## config.mk

```make
export PLATFORM = sky130hd
export DESIGN_NAME = imem_loader
export DESIGN_NICKNAME = d
export VERILOG_FILES = /design/src/rtl/imem_loader_pkg.sv /design/src/rtl/byte_assembler.sv /design/src/rtl/imem_loader.sv
export SDC_FILE = /design/constraint.sdc
export NUM_CORES = 1
export LEC_CHECK = 0
export ABC_AREA = 1
export ABC_CLOCK_PERIOD_IN_PS = 7300
export CORE_MARGIN = 1
export CORE_UTILIZATION = 50
export DETAILED_ROUTE_END_ITERATION = 16
export GPL_TIMING_DRIVEN = 0
export HOLD_SLACK_MARGIN = 0.12
export MAX_ROUTING_LAYER = met4
export PLACE_DENSITY = 0.78
export RECOVER_POWER = 50
export SLEW_MARGIN = 30
export SYNTH_ARGS = -nofsm -noshare
export SYNTH_HDL_FRONTEND = slang
export SYNTH_SLANG_ARGS = --single-unit
```

## constraint.sdc

```tcl
create_clock -name clk -period 7.3 [get_ports clk]
set_clock_uncertainty 0.15 [all_clocks]
set_input_delay 1.095 -clock clk [delete_from_list [all_inputs] [get_ports clk]]
set_output_delay 1.095 -clock clk [all_outputs]
set_load 0.01 [all_outputs]
```

## src/rtl/imem_loader_pkg.sv

```systemverilog
// imem_loader_pkg: shared FSM state type and stream framing constants.
package imem_loader_pkg;
  typedef enum logic [2:0] {IDLE, LEN, DATA, CSUM, DONE} state_t;
  localparam int LEN_BYTES  = 4;
  localparam int WORD_BYTES = 4;
endpackage

```

## src/rtl/byte_assembler.sv

```systemverilog
// byte_assembler: packs four LSB-first bytes into one 32-bit word.
// The fourth byte is taken straight from the input, so the word is ready
// on the same edge that accepts it; only the first three are stored.
module byte_assembler (
  input  logic        clk,
  input  logic        rst,
  input  logic        clr,
  input  logic        en,
  input  logic [7:0]  byte_data,
  output logic [31:0] word,
  output logic        word_done
);
  logic [1:0]  cnt;
  logic [23:0] sh;

  // byte position counter and shift register, restarted by a new load
  always_ff @(posedge clk or posedge rst) begin
    if (rst) begin
      cnt <= '0;
      sh  <= '0;
    end else if (clr) begin
      cnt <= '0;
      sh  <= '0;
    end else if (en) begin
      cnt <= cnt + 2'd1;
      sh  <= {byte_data, sh[23:8]};
    end
  end

  assign word      = {byte_data, sh};
  assign word_done = en && (cnt == 2'd3);
endmodule

```

## src/rtl/imem_loader.sv

```systemverilog
// imem_loader: boot-time byte-stream writer for the instruction memory.
// Holds the core in reset until the image is fully written.
// Optional feature macro: IMEM_LOADER_CHECKSUM_EN (trailing XOR checksum byte).
module imem_loader
  import imem_loader_pkg::*;
#(
  parameter int                       ADDRESS_WIDTH = 32,
  parameter int                       DATA_WIDTH    = 32,
  parameter logic [ADDRESS_WIDTH-1:0] BASE_ADDR     = '0
) (
  input  logic                     clk,
  input  logic                     rst,
  input  logic                     start,
  input  logic                     byte_valid,
  input  logic [7:0]               byte_data,
  output logic                     byte_ready,
  output logic                     we,
  output logic [ADDRESS_WIDTH-1:0] wa,
  output logic [DATA_WIDTH-1:0]    wd,
  output logic                     busy,
  output logic                     done,
  output logic                     err,
  output logic                     cpu_rst
);
`ifdef IMEM_LOADER_CHECKSUM_EN
  localparam state_t AFTER_DATA = CSUM;
`else
  localparam state_t AFTER_DATA = DONE;
`endif

  state_t                   state, state_nx;
  logic                     accept, start_ok, word_done, err_i;
  logic [31:0]              asm_word;
  logic [ADDRESS_WIDTH-1:0] words_left, addr, n_in;

  assign byte_ready = (state == LEN) || (state == DATA) || (state == CSUM);
  assign busy       = byte_ready;
  assign accept     = byte_valid && byte_ready;
  assign start_ok   = start && ((state == IDLE) || (state == DONE));
  assign n_in       = ADDRESS_WIDTH'(asm_word);

  byte_assembler u_asm (
    .clk       (clk),
    .rst       (rst),
    .clr       (start_ok),
    .en        (accept && ((state == LEN) || (state == DATA))),
    .byte_data (byte_data),
    .word      (asm_word),
    .word_done (word_done)
  );

  // state register
  always_ff @(posedge clk or posedge rst) begin
    if (rst) state <= IDLE;
    else     state <= state_nx;
  end

  // next-state: length word, N data words, optional checksum byte
  always_comb begin
    state_nx = state;
    case (state)
      IDLE:    if (start) state_nx = LEN;
      LEN:     if (word_done) state_nx = (n_in == '0) ? AFTER_DATA : DATA;
      DATA:    if (word_done && (words_left == ADDRESS_WIDTH'(1))) state_nx = AFTER_DATA;
      CSUM:    if (accept) state_nx = DONE;
      DONE:    if (start) state_nx = LEN;
      default: state_nx = IDLE;
    endcase
  end

  // word counting, address stepping and the registered write port
  always_ff @(posedge clk or posedge rst) begin
    if (rst) begin
      we         <= 1'b0;
      wa         <= '0;
      wd         <= '0;
      addr       <= '0;
      words_left <= '0;
    end else begin
      we <= 1'b0;
      if (start_ok) begin
        addr <= BASE_ADDR;
      end else if (word_done && (state == LEN)) begin
        words_left <= n_in;
      end else if (word_done && (state == DATA)) begin
        we         <= 1'b1;
        wa         <= addr;
        wd         <= DATA_WIDTH'(asm_word);
        addr       <= addr + ADDRESS_WIDTH'(WORD_BYTES);
        words_left <= words_left - ADDRESS_WIDTH'(1);
      end
    end
  end

`ifdef IMEM_LOADER_CHECKSUM_EN
  logic [7:0] csum;
  logic       err_r;

  // running XOR of data bytes and the sticky mismatch flag
  always_ff @(posedge clk or posedge rst) begin
    if (rst) begin
      csum  <= '0;
      err_r <= 1'b0;
    end else if (start_ok) begin
      csum  <= '0;
      err_r <= 1'b0;
    end else if (accept && (state == DATA)) begin
      csum <= csum ^ byte_data;
    end else if (accept && (state == CSUM)) begin
      err_r <= (byte_data != csum);
    end
  end
  assign err_i = err_r;
`else
  assign err_i = 1'b0;
`endif
  assign err = err_i;

  // done flag and core reset; release lags done by one cycle so the
  // last write lands before the core starts fetching
  always_ff @(posedge clk or posedge rst) begin
    if (rst) begin
      done    <= 1'b0;
      cpu_rst <= 1'b1;
    end else if (start_ok) begin
      done    <= 1'b0;
      cpu_rst <= 1'b1;
    end else begin
      if ((state != DONE) && (state_nx == DONE)) done <= 1'b1;
      if ((state == DONE) && done && !err_i)     cpu_rst <= 1'b0;
    end
  end
endmodule

```

# == Word-level counts from Yosys, hierarchy flattened ==
# Index checks and enable logic that the tools add are counted.
# word_totals
ff_bits,160
latch_bits,0
mem_bits_rw,0
mem_bits_ro,0
out_inout_bits,70
memories,0
# op_classes
add_sub_neg,3
n_mul,0
div,0
n_lt_le_gt_ge,0
n_eq_ne,9
shift,0
mux,22
n_bitwise,2
n_reduce_logical,23
# op_table
op,n
$mux 32,5
$mux 24,2
$add 32x3->32 const B,1
$eq 32x1->1 const B,1
$logic_not 32->1,1
$sub 32x1->32 const B,1
$mux 3,5
$pmux 3 s4,1
$reduce_bool 2->1,5
$logic_and 1x1->1,9
$mux 1,7
$eq 3x2->1 const B,2
$eq 3x3->1 const B,2
$mux 2,2
$reduce_and 2->1,2
$eq 3x1->1 const B,1
$logic_not 3->1,1
$logic_or 1x1->1,3
$ne 3x3->1 const B,1
$reduce_and 3->1,1
$add 2x1->2 const B,1
$eq 2x2->1 const B,1
$ne 2x2->1 const B,1
$not 1->1,2
$reduce_or 2->1,1

# == Logic depth before layout (Yosys ltp) ==
# Gate-level depths: netlist of the first run.
# logic_depth
word_depth,13
mapped_depth,11
depth_no_buf,11

# == Cells and area by module ==
# From an unflattened synthesis of the first run, not the netlist that was laid out.
# hier_totals
hier_cells,1079
hier_area_um2,8116.5
# modules_own_cells
mod,n_inst,cells_each,area_per_inst_um2,seq_area_each_um2
imem_loader,1,953,6984.2,3254.4
byte_assembler,1,126,1132.3,650.6

# == Least setup slack after synthesis of the first run ==
# OpenSTA, ideal clock, no wires.
# synth_path
path_type,input -> register
from,in byte_valid
to,reg words_left[12]
arrival_time_ps,2188
required_time_ps,7020
setup_slack_ps,4831
stages,9
cell_sequence,inv_1 -> a21oi_2 -> nand3_2 -> nor2_4 -> inv_2 -> buf_2 -> buf_2 -> o211ai_1 -> o21ai_0
# synth_between
elab_chain_len,6
word_cells_on_any_way,8
# synth_lines
element,line,source
"start, declared",imem_loader.sv:14,"input logic byte_valid,"
$logic_and 1x1->1 *,imem_loader.sv:38,assign accept = byte_valid && byte_ready;
$logic_and 1x1->1 *,imem_loader.sv:46,".en (accept && ((state == LEN) || (state == DATA))),"
$logic_and 1x1->1 *,byte_assembler.sv:31,assign word_done = en && (cnt == 2'd3);
$logic_and 1x1->1 (on tied branches),"imem_loader.sv:83, imem_loader.sv:85",
$reduce_bool 2->1 (no line),-,
$reduce_and 2->1 (no line),-,
"end signal, assigned",imem_loader.sv:84,words_left <= n_in;
"end signal, assigned",imem_loader.sv:90,words_left <= words_left - ADDRESS_WIDTH'(1);
"end, declared",imem_loader.sv:34,"logic [ADDRESS_WIDTH-1:0] words_left, addr, n_in;"
# Mark *: on every way between the ends. The rest lies on a longest branch, timed or not.
# A chain may end at the register's enable or synchronous reset.

# == Worst setup path in the final report of the first run ==
# layout_path
from,in byte_valid
to,reg words_left[10]
# The elaborated chain is that of the path after synthesis.

==> flow_summary.toml, run 1 <==
[detailed_routing]
viasPerCell = 5.66
firstDrtPassIters = 12
antenna_left = 0
route.detailed.drc = 2
routed_wl_um = 22300
drt-initial-drc-count = 762
drt-wirelength-per-cell_um = 17.5
vias = 7211

[floorplan]
start_util_pct = 51.9
rows = 44
dieArea_sq_um = 15800
ios = 82
core-area_sq_um = 14700
chipHeight_um = 126
die_width_um = 126

[synth]
seq_area_frac_synth_pct = 51.2
async_flop_share_pct = 100
synth_top_area_share_pct = 50.8
synth_area_leader_cell = "dfrtp_1"
synthFlopType = "dfrtp_1"
netlist_instances = 976
ys_ff_latch = 156
synth_area_sq_um = 7630
ys_types = 37
synth_edf_count = 0
syn_area_per_cell_sq_um = 7.82
synth_area_leaders = "dfrtp_1 51%, nand2_1 11%, inv_1 5.9%, o21ai_0 5.6%, nor2_1 5.4%"
yosysWarnings = 0

[cts]
h-tree-depth = 4
tritoncts = "built"
holdBufCountCts = 0
cts.sinks = 156
path_clk_slew_ns = 0.06
clock_path_buffers = 2
clockRootBuffer = "clkbuf_16"
clkLatencyLatePin_ns = 0.43
postCtsSetupBuffers = 0
cts_buffers = 17
post_cts_resized = 0

[sta]
fmax_mhz = 305
fin_tns_setup_ns = 0
maxSlewViolCount = 40
finalCritPeriodShare_pct = 45.0
rsz0062_at_grt = "no"
tightest_slew_ns = 1.79
timing.hold.ws_ns = 0.330
slew_headroom_pct = -20.1
min_period_ns = 3.28
hold_viol = 0
finalSetupViolCount = 0
finalWorstSetupSlack_ns = 4.02

[finish]
fin_nets = 1093
syn2layout_area_growth_pct = 21.4
layout-drive-gt1-share_pct = 6.24
num-fill-cells = 1260
final_common_cell = "nand2_1"
final_cell_mix = "226 x nand2_1, 155 x dfrtp_1, 118 x inv_1"
diodes = 0

[setup_path]
cp.arrival_ns = 3.48
crit_type = "input port to flop"
worstPathRequired_ns = 7.50
endpoint_kind = "flop"
start_kind = "input port"
cp_max_fo = 10

[grt]
grt_pass1_wl_um = 36400
grt_pass1_vias = 6968
antenna_found_initial = 0
grt_max_degree = 67
track_usage_pct = 31.0
gr-total-overflow = 0

[pwr]
powerDensity_nw_per_um2 = 318
p_leak_nw = 4.31
peakVddDrop_mv = 0.199
power.total_w = 0.00295

[placed_design]
portBuffers = 78
gp_congestion = 0.973
detailedPlacementHpwl_um = 16000
dp_worst_setup_slack_ns = 3.93

[job]
cap_violations = 1

[hold_path]
hold_class = "flop to flop"

[run_status]
violations = "DRC, capacitance limit, slew limit"
status = "complete, but fails checks"
==> Yosys cell counts (2+ instances only) <==
cell type  instances
dfrtp_1          155
buf_4              5
nor2_4             2
nor3_1            21
nand3b_1           2
nand4_1           20
o22ai_1           27
o21ai_0           86
inv_1            119
o21a_1             3
o211ai_1           6
nand2_1          225
buf_1              2
buf_2             19
nand3_1           49
xor2_1             7
nor2_2             2
o21ai_1           41
a21oi_1           34
a31oi_1            2
ha_1               4
nor2_1           109
nor4_1             4
nand2_2            3
inv_2              2
clkbuf_1          16
==> report_power, final <==
| group | leakage (nW) | internal (W) | total, W | switching [W] |
|---|---|---|---|---|
| Sequential | 2.10 | 0.00103 | 0.00117 | 0.000139 |
| Clock | 0.274 | 0.000475 | 0.000865 | 0.000390 |
| Combinational | 1.93 | 0.000317 | 0.000912 | 0.000595 |
==> sequential cells by signal, indices dropped and copies added (netlist names) <==
register	cells
addr	30
cpu_rst	1
done	1
state	3
u_asm.cnt	2
u_asm.sh	24
wa	30
wd	32
we	1
words_left	32
==> final cells by class <==
| type | instances | area [sq um] | share of cell area (%) |
|---|---|---|---|
| repair buffers | 80 | 836 | 9.03 |
| well taps | 184 | 230 | 2.49 |
| flip-flops and latches | 156 | 3910 | 42.2 |
| clock buffers | 17 | 425 | 4.60 |
| inverters | 121 | 455 | 4.92 |
| multi-input cells | 659 | 3070 | 33.2 |
| clock inverters | 14 | 135 | 1.46 |
| plain buffers | 42 | 200 | 2.16 |
==> stage by stage <==
| stage | area [sq um] | std cells | util [%] |
|---|---|---|---|
| 2_1_floorplan | 7640 | 978 | - |
| 3_3_place_gp | 8650 | 1240 | 58.8 |
| 5_1_grt | 9260 | 1273 | 63.0 |
| 3_5_place_dp | 8710 | 1242 | 59.3 |
| 4_1_cts | 9270 | 1273 | 63.1 |
| 6_report | 9260 | 1273 | 63.0 |
==> metal layers <==
layer	vias up	GRT usage [%]	wire, um
li1	3384	-	-
met1	3448	38.7	9260
met2	315	48.3	10600
met3	64	5.65	1590
met4	0	16.3	860
met5	-	-	0
==> worst max-delay path, stage by stage <==
cell and delay (ns):
dlygate4sd3_1 0.57, inv_1 0.07, a21oi_1 0.32, nand2_1 0.32, nor2_2 0.20, buf_2 0.26, buf_2 0.28, o21ai_0 0.19
o22ai_1 0.16
==> final timing paths <==
check / startpoint / end / slack [ns] / cells after the start
max in group asynchronous: rst / words_left[3] / 4.33 / 4
setup reg to reg: state[0] / words_left[10] / 4.85 / 7
hold / removal: wa[13] / wa[13] / 0.33 / 2
setup / recovery: byte_valid / words_left[10] / 4.02 / 9
hold reg to reg: wa[13] / wa[13] / 0.33 / 2
min in group asynchronous: rst / wd[29] / 1.41 / 2
==> kinds of logic after synthesis <==
kind of cell	synth area share, %
fa+ha+maj	0.656
simple gates	24.1
mux	0.131
xor+xnor	0.919
buf+inv	8.58
compound gates	14.4
other cells	0.0492
flops	51.2
No activity file was read; power rests on OpenSTA's default activity.
==> inputs of run 2 (changes only) <==
--- a/config.mk
+++ b/config.mk
@@ -6,7 +6,7 @@
 export NUM_CORES = 1
 export LEC_CHECK = 0
 export ABC_AREA = 1
-export ABC_CLOCK_PERIOD_IN_PS = 7300
+export ABC_CLOCK_PERIOD_IN_PS = 3440
 export CORE_MARGIN = 1
 export CORE_UTILIZATION = 50
 export DETAILED_ROUTE_END_ITERATION = 16
==> constraint.sdc (replaced) <==
create_clock -name clk -period 3.44 [get_ports clk]
set_clock_uncertainty 0.15 [all_clocks]
set_input_delay 0.516 -clock clk [delete_from_list [all_inputs] [get_ports clk]]
set_output_delay 0.516 -clock clk [all_outputs]
set_load 0.01 [all_outputs]
==> run 2 against run 1 <==
The flow still finishes with violations (DRC, capacitance limit, slew limit). Critical path depth stayed put. Count of clock-buffer cells in the layout is 2 higher. Sequential share of layout area is 0.13 points lower. Final area is 0.31% higher. Clock power is 110% higher. Cell count is 0.16% higher. Die area stayed put. First-iteration DRC count is 25% higher. Largest cell class unchanged. Largest power group unchanged.
==> flow_summary.toml, run 2 (synthesis results as in run 1) <==
[pwr]
peakVddDrop_mv = 0.432
powerDensity_nw_per_um2 = 672
p_leak_nw = 4.30

[placed_design]
portBuffers = 78
detailedPlacementHpwl_um = 16300
place_area_sq_um = 8780
gp_congestion = 0.967

[grt]
gr-total-overflow = 0
grt_pass1_wl_um = 35700
grt_pass1_vias = 6926
grt_max_degree = 31
track_usage_pct = 30.3
antenna_found_initial = 0

[run_status]
violations = "DRC, capacitance limit, slew limit"
status = "complete, but fails checks"

[cts]
holdBufCountCts = 0
postCtsSetupBuffers = 0
post_cts_resized = 0
cts_buffers = 17
tritoncts = "built"
clkLatencyLatePin_ns = 0.43
h-tree-depth = 4
path_clk_slew_ns = 0.07
clock_path_buffers = 2
clockRootBuffer = "clkbuf_16"
cts.sinks = 156

[hold_path]
hold_class = "input port to async pin"

[setup_path]
cp_max_fo = 10
startpoint = "byte_valid"
rr_endpoint = "addr[6]"
r2r-start = "state[0]"
reg2reg_depth = 7
worstPathRequired_ns = 3.58
endpoint_kind = "flop"
cp.arrival_ns = 2.87
crit_end = "addr[6]"
r2r_slack_ns = 0.95
crit_type = "input port to flop"
start_kind = "input port"

[finish]
layout-drive-gt1-share_pct = 5.96
num-fill-cells = 1295
top_regs = "wd (32), words_left (32)"
fin_util_pct = 63.2
final_cell_mix = "226 x nand2_1, 155 x dfrtp_1, 118 x inv_1"
fin_nets = 1097
final_common_cell = "nand2_1"
diodes = 0
postLayoutCellArea_sq_um = 9290
syn2layout_area_growth_pct = 21.7

[sta]
hold_viol = 0
tightest_slew_ns = 1.55
slew_headroom_pct = -3.61
finalSetupViolCount = 0
rsz0062_at_grt = "no"
fmax_mhz = 365
maxSlewViolCount = 29
finalCritPeriodShare_pct = 79.5
min_period_ns = 2.74

[floorplan]
die_width_um = 126
ios = 82
rows = 44
core-area_sq_um = 14700
dieArea_sq_um = 15800
chipHeight_um = 126
start_util_pct = 51.9

[detailed_routing]
firstDrtPassIters = 12
routed_wl_um = 22300
viasPerCell = 5.59
drt-initial-drc-count = 952
vias = 7133
antenna_left = 0
drt-wirelength-per-cell_um = 17.5
route.detailed.drc = 1

[job]
cap_violations = 1
==> run 2: cell count changes in the layout (fill, tap and decap cells not counted) <==
cell        delta
clkbuf_1       +4
buf_12         +3
inv_6          -3
clkinv_2       -2
clkinvlp_4     +2
inv_8          -2
buf_16         -1
bufinv_16      +1
nand3_1        +1
nand3_2        -1
==> run 2: final cells by class <==
class / instances / area, sq um / area share (%)
Timing Repair Buffer: 84 / 876 / 9.43
Inverter: 121 / 455 / 4.90
Tap cell: 184 / 230 / 2.48
Sequential cell: 156 / 3910 / 42.1
Multi-Input combinational cell: 659 / 3070 / 33.0
Clock buffer: 19 / 433 / 4.66
Buffer: 42 / 200 / 2.16
Clock inverter: 10 / 121 / 1.31
==> run 2: metal layers <==
| metal | vias up | wire length [um] | GRT usage (%) |
|---|---|---|---|
| li1 | 3399 | - | - |
| met1 | 3381 | 9160 | 36.7 |
| met2 | 294 | 10700 | 49.1 |
| met3 | 59 | 1660 | 6.08 |
| met4 | 0 | 800 | 13.3 |
| met5 | - | 0 | - |
==> run 2: stage by stage <==
stage	setup slack (ns)	hold slack, ns	TNS [ns]	power, W	instances
after floorplan	0.802	0.301	0	0.00369	978
after global placement	-0.557	0.316	-84.34	0.00436	1240
after detailed placement	0.674	0.314	0	0.00442	1246
after CTS	0.982	0.196	0	0.00623	1275
after global routing	0.515	0.313	0	0.00655	1275
final	0.704	0.300	0	0.00624	1275
==> run 2: critical path, cell delays in order <==
cell and delay (ns):
dlygate4sd3_1 0.57, inv_1 0.07, a21oi_1 0.29, nand2_1 0.30
nor2_2 0.21, nand2_2 0.13, clkbuf_1 0.37, nor4_1 0.32
nor3_1 0.08
==> run 2: power breakdown <==
part,switching (W),internal (W)
registers,0.000283,0.00219
logic,0.00127,0.000670
clock network,0.000767,0.00106
total,0.00232,0.00392
==> run 2: how the worst min path moves through the flow <==
stage,cells past startpoint,from,endpoint,slack (ns)
finish,2,rst,wd[28],0.30
global route,2,rst,wd[28],0.31
CTS,2,rst,wd[28],0.20
detailed placement,2,wa[16],wa[16],0.31
global placement,2,wa[20],wa[20],0.32
floorplan,1,u_asm.cnt[0],u_asm.cnt[0],0.30
==> inputs of run 3 (changes only) <==
--- a/config.mk
+++ b/config.mk
@@ -6,14 +6,14 @@
 export NUM_CORES = 1
 export LEC_CHECK = 0
 export ABC_AREA = 1
-export ABC_CLOCK_PERIOD_IN_PS = 3440
+export ABC_CLOCK_PERIOD_IN_PS = 2500
 export CORE_MARGIN = 1
 export CORE_UTILIZATION = 50
 export DETAILED_ROUTE_END_ITERATION = 16
 export GPL_TIMING_DRIVEN = 0
 export HOLD_SLACK_MARGIN = 0.12
 export MAX_ROUTING_LAYER = met4
-export PLACE_DENSITY = 0.78
+export PLACE_DENSITY = 0.81
 export RECOVER_POWER = 50
 export SLEW_MARGIN = 30
 export SYNTH_ARGS = -nofsm -noshare
==> constraint.sdc (replaced) <==
create_clock -name clk -period 2.5 [get_ports clk]
set_clock_uncertainty 0.15 [all_clocks]
set_input_delay 0.375 -clock clk [delete_from_list [all_inputs] [get_ports clk]]
set_output_delay 0.375 -clock clk [all_outputs]
set_load 0.01 [all_outputs]
==> run 3 against run 2 <==
The run ends with DRC left. Sequential share of layout area shrank 0.41 points. Combinational power grew 40%. Via count grew 2.5%. Worst setup slack lost 0.53 ns. Sequential power grew 38%. Total power grew 44%. Register-to-register slack lost 0.76 ns. Critical path depth shrank 5. Critical endpoint is now byte_ready. Largest cell class unchanged.
==> flow_summary.toml, run 3 (synthesis results as in run 1) <==
[setup_path]
worstPathRequired_ns = 1.98
start_kind = "flop"
cp.arrival_ns = 1.80
cp_max_fo = 6
endpoint_kind = "output pin"
reg2reg_depth = 8
crit_type = "flop to output pin"

[cts]
cts.sinks = 156
clockRootBuffer = "clkbuf_16"
tritoncts = "built"
cts_buffers = 17
clock_path_buffers = 2
path_clk_slew_ns = 0.07
clkLatencyLatePin_ns = 0.43
h-tree-depth = 4

[floorplan]
rows = 44
ios = 82
chipHeight_um = 126
core-area_sq_um = 14700
die_width_um = 126
start_util_pct = 51.9
dieArea_sq_um = 15800

[grt]
grt_max_degree = 29
antenna_found_initial = 0
grt_pass1_wl_um = 36600
gr-total-overflow = 0
grt_pass1_vias = 6971
track_usage_pct = 31.0

[pwr]
powerDensity_nw_per_um2 = 958
power.total_w = 0.00898
peakVddDrop_mv = 0.654
power_frac_seq_pct = 38.0
p_sw_w = 0.00331
p_leak_nw = 4.38
pwr-share-comb_pct = 30.3
p_clk_share_pct = 31.7
swShare_pct = 36.9
internal_power_w = 0.00567

[run_status]
violations = "DRC"
status = "complete, but fails checks"

[finish]
layout-drive-gt1-share_pct = 6.95
fin_util_pct = 63.8
final_cell_mix = "225 x nand2_1, 155 x dfrtp_1, 118 x inv_1"
fin_nets = 1097
final_cells = 1278
num-fill-cells = 1233
top_regs = "wd (32), words_left (32)"
syn2layout_area_growth_pct = 22.9
diodes = 0
final_common_cell = "nand2_1"

[detailed_routing]
vias = 7309
route.detailed.drc = 2
antenna_left = 0
viasPerCell = 5.72
routed_wl_um = 22600
drt-initial-drc-count = 671
firstDrtPassIters = 11
drt-wirelength-per-cell_um = 17.7

[sta]
finalCritPeriodShare_pct = 93.2
fmax_mhz = 429
min_period_ns = 2.33
slew_headroom_pct = 34.5
hold_viol = 0
timing.hold.ws_ns = 0.329
finalSetupViolCount = 0
maxSlewViolCount = 0
rsz0062_at_grt = "no"
tightest_slew_ns = 0.982

[hold_path]
hold_depth = 2
hold_class = "flop to flop"

[placed_design]
detailedPlacementHpwl_um = 16000
gp_congestion = 0.954
dp.cells = 1246
portBuffers = 78

[job]
cap_violations = 0
-- run 3: changes by cell type in the layout (fill, tap and decap cells not counted), moves of 3 or more --
cell and delta:
clkbuf_1 -4, clkinvlp_4 -4, inv_6 +4, clkbuf_2 +3
-- run 3: final cells by class --
type | count | area, sq um | area share [%]
Tap cell | 184 | 230 | 2.45
Inverter | 121 | 455 | 4.86
Clock buffer | 18 | 439 | 4.68
Multi-Input combinational cell | 659 | 3080 | 32.8
Buffer | 42 | 201 | 2.15
Timing Repair Buffer | 84 | 862 | 9.19
Sequential cell | 156 | 3910 | 41.6
Clock inverter | 14 | 205 | 2.19
-- run 3: worst paths after layout --
path / start / to / slack [ns]
min in group asynchronous: rst / wd[19] / 0.36
min reg2reg: wd[7] / wd[7] / 0.33
max in group asynchronous: rst / u_asm.sh[0] / 0.30
min: wd[7] / wd[7] / 0.33
max reg2reg: state[1] / addr[4] / 0.19
max: state[0] / byte_ready / 0.17
-- run 3: through the flow --
stage / setup TNS (ns) / instance area, sq um / setup WS, ns
2_1_floorplan: 0 / 7640 / 0.00292
3_3_place_gp: -208.71 / 8650 / -1.33
3_5_place_dp: -4.71 / 8790 / -0.131
4_1_cts: 0 / 9430 / 0.162
5_1_grt: 0 / 9380 / 0.0277
6_report: 0 / 9380 / 0.170
-- run 3: power by group through the flow --
stage / sequential, W / combinational, W / clock (W)
3_5_place_dp: 0.00343 / 0.00266 / 0
6_report: 0.00341 / 0.00272 / 0.00285
5_1_grt: 0.00347 / 0.00299 / 0.00298
4_1_cts: 0.00340 / 0.00270 / 0.00286
3_3_place_gp: 0.00343 / 0.00257 / 0
2_1_floorplan: 0.00339 / 0.00170 / 0
-- run 3: worst max-delay path, stage by stage (launching register included) --
cell and delay, ns:
dfrtp_1 0.44, nor2_2 0.09, nor2_4 0.19, buf_4 0.14, clkdlybuf4s50_1 0.52
-- run 3: what timing repair did --
action                                  CTS  global route
hold buffers                              0             0
gates resized for setup                   0             2
setup buffers                             0             0
endpoints found under the setup margin    0             6
-- run 3: layer usage --
metal / GRT usage, % / share of wire (%)
met1: 39.8 / 42
met2: 47.4 / 47
met3: 6.25 / 7.4
met4: 14.1 / 4.0
met5: - / 0
